## src/rtl/mirror_display_sequencer_if.sv

```systemverilog
// Signal bundle between the mirror display sequencer and its environment.
// master drives the driver/sensor inputs, slave is the sequencer itself.
interface mirror_display_sequencer_if;
    logic       Auto_en;
    logic       Next_btn;
    logic [7:0] Miles_remaining;
    logic [1:0] SS;
    logic       Alert;

    modport master (
        output Auto_en,
        output Next_btn,
        output Miles_remaining,
        input  SS,
        input  Alert
    );

    modport slave (
        input  Auto_en,
        input  Next_btn,
        input  Miles_remaining,
        output SS,
        output Alert
    );
endinterface

```

## src/rtl/mirror_display_sequencer.sv

```systemverilog
// Mirror display page sequencer: manual stepping, timed auto rotation and a
// low-fuel alert that forces the Miles_remaining page and then restores the
// page that was showing before it.
module mirror_display_sequencer #(
    parameter int unsigned DWELL_CYCLES = 100,
    parameter int unsigned ALERT_CYCLES = 200,
    parameter logic [7:0]  MILES_LOW    = 8'd25
) (
    input logic                         clk,
    input logic                         reset,
    mirror_display_sequencer_if.slave   dsp
);

    localparam int unsigned CNT_MAX = (DWELL_CYCLES > ALERT_CYCLES) ? DWELL_CYCLES : ALERT_CYCLES;
    localparam int unsigned CW      = (CNT_MAX > 1) ? $clog2(CNT_MAX) : 1;
    localparam logic [CW-1:0] DWELL_LAST = CW'(DWELL_CYCLES - 1);
    localparam logic [CW-1:0] ALERT_LAST = CW'(ALERT_CYCLES - 1);
    localparam logic [1:0]    PAGE_MILES = 2'd3;

    typedef enum logic [1:0] {
        ST_MANUAL,
        ST_AUTO,
        ST_ALERT
    } state_t;

    state_t         state_q, state_d;
    logic [1:0]     ss_q, ss_d;
    logic           alert_q, alert_d;
    logic [CW-1:0]  cnt_q, cnt_d;
    logic [1:0]     saved_q, saved_d;
    logic           armed_q, armed_d;
    logic           btn_q;
    logic           step;
    logic           low;

    // State and output registers; btn_q resets high so a held button is not a step.
    always_ff @(posedge clk) begin
        if (reset) begin
            state_q <= ST_MANUAL;
            ss_q    <= '0;
            alert_q <= 1'b0;
            cnt_q   <= '0;
            saved_q <= '0;
            armed_q <= 1'b1;
            btn_q   <= 1'b1;
        end else begin
            state_q <= state_d;
            ss_q    <= ss_d;
            alert_q <= alert_d;
            cnt_q   <= cnt_d;
            saved_q <= saved_d;
            armed_q <= armed_d;
            btn_q   <= dsp.Next_btn;
        end
    end

    // Next-state logic: alert entry preempts every other event in MANUAL/AUTO.
    always_comb begin
        step    = dsp.Next_btn & ~btn_q;
        low     = dsp.Miles_remaining < MILES_LOW;
        state_d = state_q;
        ss_d    = ss_q;
        alert_d = alert_q;
        cnt_d   = cnt_q;
        saved_d = saved_q;
        armed_d = low ? armed_q : 1'b1;

        unique case (state_q)
            ST_MANUAL, ST_AUTO: begin
                if (armed_q && low) begin
                    saved_d = ss_q;
                    ss_d    = PAGE_MILES;
                    alert_d = 1'b1;
                    cnt_d   = '0;
                    armed_d = 1'b0;
                    state_d = ST_ALERT;
                end else if (state_q == ST_MANUAL) begin
                    cnt_d = '0;
                    if (step) ss_d = ss_q + 2'd1;
                    if (dsp.Auto_en) state_d = ST_AUTO;
                end else if (!dsp.Auto_en) begin
                    // Leaving auto drops a pending dwell expiry but still honours a step.
                    cnt_d   = '0;
                    state_d = ST_MANUAL;
                    if (step) ss_d = ss_q + 2'd1;
                end else if (step || cnt_q == DWELL_LAST) begin
                    ss_d  = ss_q + 2'd1;
                    cnt_d = '0;
                end else begin
                    cnt_d = cnt_q + CW'(1);
                end
            end
            ST_ALERT: begin
                if (step || cnt_q == ALERT_LAST) begin
                    ss_d    = saved_q;
                    alert_d = 1'b0;
                    cnt_d   = '0;
                    state_d = dsp.Auto_en ? ST_AUTO : ST_MANUAL;
                end else begin
                    cnt_d = cnt_q + CW'(1);
                end
            end
            default: begin
                state_d = ST_MANUAL;
                cnt_d   = '0;
                alert_d = 1'b0;
            end
        endcase
    end

    assign dsp.SS    = ss_q;
    assign dsp.Alert = alert_q;

endmodule
```

## src/flat_wrapper.sv

```systemverilog
// flat-port wrapper written by rule: the top's interface ports become plain ports
module mirror_display_sequencer_flat 
#(
    parameter int unsigned DWELL_CYCLES = 100,
    parameter int unsigned ALERT_CYCLES = 200,
    parameter logic [7:0]  MILES_LOW    = 8'd25
)
  (clk, reset, dsp_Auto_en, dsp_Next_btn, dsp_Miles_remaining, dsp_SS, dsp_Alert);
  mirror_display_sequencer_if dsp_i ();
  input logic clk;
  input logic reset;
  input wire logic [$bits(dsp_i.Auto_en)-1:0] dsp_Auto_en;
  input wire logic [$bits(dsp_i.Next_btn)-1:0] dsp_Next_btn;
  input wire logic [$bits(dsp_i.Miles_remaining)-1:0] dsp_Miles_remaining;
  output wire logic [$bits(dsp_i.SS)-1:0] dsp_SS;
  output wire logic [$bits(dsp_i.Alert)-1:0] dsp_Alert;
  assign dsp_i.Auto_en = dsp_Auto_en;
  assign dsp_i.Next_btn = dsp_Next_btn;
  assign dsp_i.Miles_remaining = dsp_Miles_remaining;
  assign dsp_SS = dsp_i.SS;
  assign dsp_Alert = dsp_i.Alert;
  mirror_display_sequencer #(.DWELL_CYCLES(DWELL_CYCLES), .ALERT_CYCLES(ALERT_CYCLES), .MILES_LOW(MILES_LOW)) u_core (.clk(clk), .reset(reset), .dsp(dsp_i));
endmodule
```

## config.mk

```make
export PLATFORM = sky130hd
export DESIGN_NAME = mirror_display_sequencer_flat
export DESIGN_NICKNAME = d
export VERILOG_FILES = /design/src/rtl/mirror_display_sequencer_if.sv /design/src/rtl/mirror_display_sequencer.sv /design/src/flat_wrapper.sv
export SDC_FILE = /design/constraint.sdc
export NUM_CORES = 1
export LEC_CHECK = 0
export ABC_AREA = 1
export CAP_MARGIN = 5
export CORE_AREA = 2 2 48 50
export DETAILED_ROUTE_END_ITERATION = 7
export DIE_AREA = 0 0 50 52
export GPL_ROUTABILITY_DRIVEN = 0
export PLACE_DENSITY_LB_ADDON = 0.15
export SYNTH_ARGS = -nofsm -noshare
export SYNTH_HDL_FRONTEND = slang
export SYNTH_SLANG_ARGS = --single-unit
```

## constraint.sdc

```tcl
create_clock -name clk -period 1.25 [get_ports clk]
set_input_delay 0.3125 -clock clk [delete_from_list [all_inputs] [get_ports clk]]
set_output_delay 0.3125 -clock clk [all_outputs]
set_load 0.01 [all_outputs]
```

==> out/qor.csv <==
metric,value,unit
leading area contributor after synthesis,dfxtp_1,
Post-Syn Nets,143,
Placement Rows,17,
synthesized area per cell,6.86,um2
worst slew pin tran,246,ps
setup ws final,-84.8,ps
Yosys cell types,22,
share of cells above drive strength 1,27.6,%
register area share after synthesis,38.5,%
final setup violation count,13,
Fin. Hold Viols,0,
critical path peak fanout,8,
total negative slack,-858,ps
Worst setup EP type,register,
io pins,15,
first-pass GRT wire length,3.51,mm
post-DP HPWL,1.36,mm
vias in the first global route,874,
via count,900,
relative slew slack,83.4,%
Pre-Repair DR Iteration Count,4,
top_reg_cell synth,dfxtp_1,
top-count cell post-synth,nor2_1,
grt ovf,0,
placed cell count,184,
chip height,52,um
Sink Count,17,
period utilization,107,%
deepest clock path buffer count,2,
cells on worst reg2reg path,8,
"flops & latches, synth",17,
post-layout util,61.2,%
GR Util All Layers,18.1,%
H-tree depth,1,
crit start category,register,
unrepaired setup endpoints after global routing,true,
pins over their slew limit,0,
Synth Instances,129,
Chip Width,50,um
Layout area overhead,45.7,%
Clock transition at path regs,100,ps
final wirelength,1.91,mm
DRC viols,0,
Fmax,749,MHz
CTS tree,done,
Post-Syn Area,885,um2
min cycle time layout,1330,ps
die footprint,0.00260,mm2
power per cell area,886,mW/mm2
Post-synth EDFFs,0,
outcome,finished with violations,
"Arr. time, crit path",1530,ps
Peak VDD IR,834,uV
synth top area cells,"dfxtp_1, nor2_1, nand2_1, inv_1, nand3_1",
diodes inserted,0,
detailed-route wire length per cell,10.0,um
"non-filler cells, final",191,
Worst-Skew Late Latency,290,ps
CP startpoint,u_core.cnt_q[1]$_SDFF_PP0_,
Pleak,0.596,nW
yosys warns,0,
HP Class,input port to register,
Via density,4.71,
Std-Cell Core Area,0.00211,mm2
antenna-violating nets left,0,
Post-synth top cells,"nor2_1, nand2_1, dfxtp_1",
CTS Hold Buffers Added,0,
pin count of the biggest net entering global routing,10,
# fillers,200,
Synth top area share,38.5,%
Nets,178,
crit path to,u_core.cnt_q[5]$_SDFF_PP0_,
initial core utilization,42.0,%
Synth async-reset ratio,0,%
antenna violations before repair,0,
Reg2Reg Setup Slack,-80,ps
clk root buf,clkbuf_4,
Crit path required time,1440,ps
PortBufs,14,
Crit Path Class,register to register,
CTS Buf Count,3,
Detailed Route Iter0 Violations,14,
violated checks,negative setup slack,
clk_skew,1.33,ps
worst r2r dst,u_core.cnt_q[5]$_SDFF_PP0_,
RR Startpoint,u_core.cnt_q[1]$_SDFF_PP0_,
max-cap violations,0,
[worst min-delay path by stage]
stage / from / end / slack [ps] / cells past startpoint
final: dsp_Miles_remaining[7] / u_core.armed_q$_SDFF_PP1_ / 270 / 3
after global routing: dsp_Miles_remaining[7] / u_core.armed_q$_SDFF_PP1_ / 290 / 3
after CTS: dsp_Miles_remaining[5] / u_core.armed_q$_SDFF_PP1_ / 420 / 3
after detailed placement: u_core.dsp.Alert$_SDFFE_PP0P_ / u_core.dsp.Alert$_SDFFE_PP0P_ / 470 / 2
after global placement: u_core.dsp.Alert$_SDFFE_PP0P_ / u_core.dsp.Alert$_SDFFE_PP0P_ / 450 / 2
after floorplan: reset / u_core.dsp.Alert$_SDFFE_PP0P_ / 380 / 1
[timing repair]
action,CTS,global route
setup endpoints to repair,16,17
pin swaps,22,14
resized for setup,26,15
buffers inserted,2,1
cloned,0,0
[power by group]
group | internal (W) | leakage [nW] | switching (W) | total [W]
sequential | 0.000568 | 0.140 | 0.0000188 | 0.000586
clock | 0.000124 | 0.0150 | 0.000177 | 0.000301
combinational | 0.000121 | 0.442 | 0.000134 | 0.000255
[logic make-up (layout without fill, tap and decap cells)]
kind of cell,after synthesis,in the layout,synth area share (%)
AOI/OAI and AO/OA,11,11,6.79
buffers and inverters,16,50,6.79
and+or+nand+nor,78,78,40.2
DFF,17,17,38.5
xor gates and xnor gates,5,5,4.95
adders and majority gates,2,2,2.83
[cell type report]
cell class                 instances  area, um2  area share (%)
inverter                          16       60.1            4.66
timing repair buffer              30        255            19.8
sequential                        17        344            26.7
clock buffer                       4       26.3            2.04
multi-input combinational         96        568            44.1
tap                               28       35.0            2.72
[layer usage]
layer | track usage, % | part of all wire (%)
met1 | 20.3 | 44
met3 | 4.60 | 5.1
met4 | 13.4 | 2.9
met5 | 0 | 0
met2 | 29.6 | 48
[sequential cells by signal, indices dropped and copies added (netlist names)]
signal and flops:
u_core.armed_q 1, u_core.btn_q 1, u_core.dsp.Alert 1, u_core.saved_q 2
u_core.dsp.SS 2, u_core.state_q 2, u_core.cnt_q 8
[cell usage in the layout, fill, tap and decap left out, drive strengths merged, types with 4 or more instances in the layout]
| cell | Yosys | routed |
|---|---|---|
| nor3 | 4 | 4 |
| clkdlybuf4s15 | 0 | 4 |
| a21oi | 6 | 6 |
| dfxtp | 17 | 17 |
| buf | 0 | 16 |
| nand2 | 28 | 28 |
| nor2 | 31 | 31 |
| clkbuf | 0 | 6 |
| nand3 | 11 | 11 |
| inv | 16 | 16 |
[through the flow]
step	hold slack [ps]	instance area [um2]	setup WS (ps)	power, W
4_1_cts	417	1260	-59.8	0.00115
5_1_grt	290	1290	-218	0.00121
3_5_place_dp	472	1160	-466	0.000846
6_report	275	1290	-84.8	0.00114
3_3_place_gp	449	1160	-423	0.000839
2_1_floorplan	382	885	14.7	0.000728
[critical path, stage by stage (launching register included)]
cell and delay, ps:
dfxtp_2 370, ha_4 160, nand2_4 50, nor3_4 180, nand2_2 80, nand2_2 140
nand2_2 80, nand3_4 110, nor2_1 60
No activity file was read; power rests on OpenSTA's default activity.
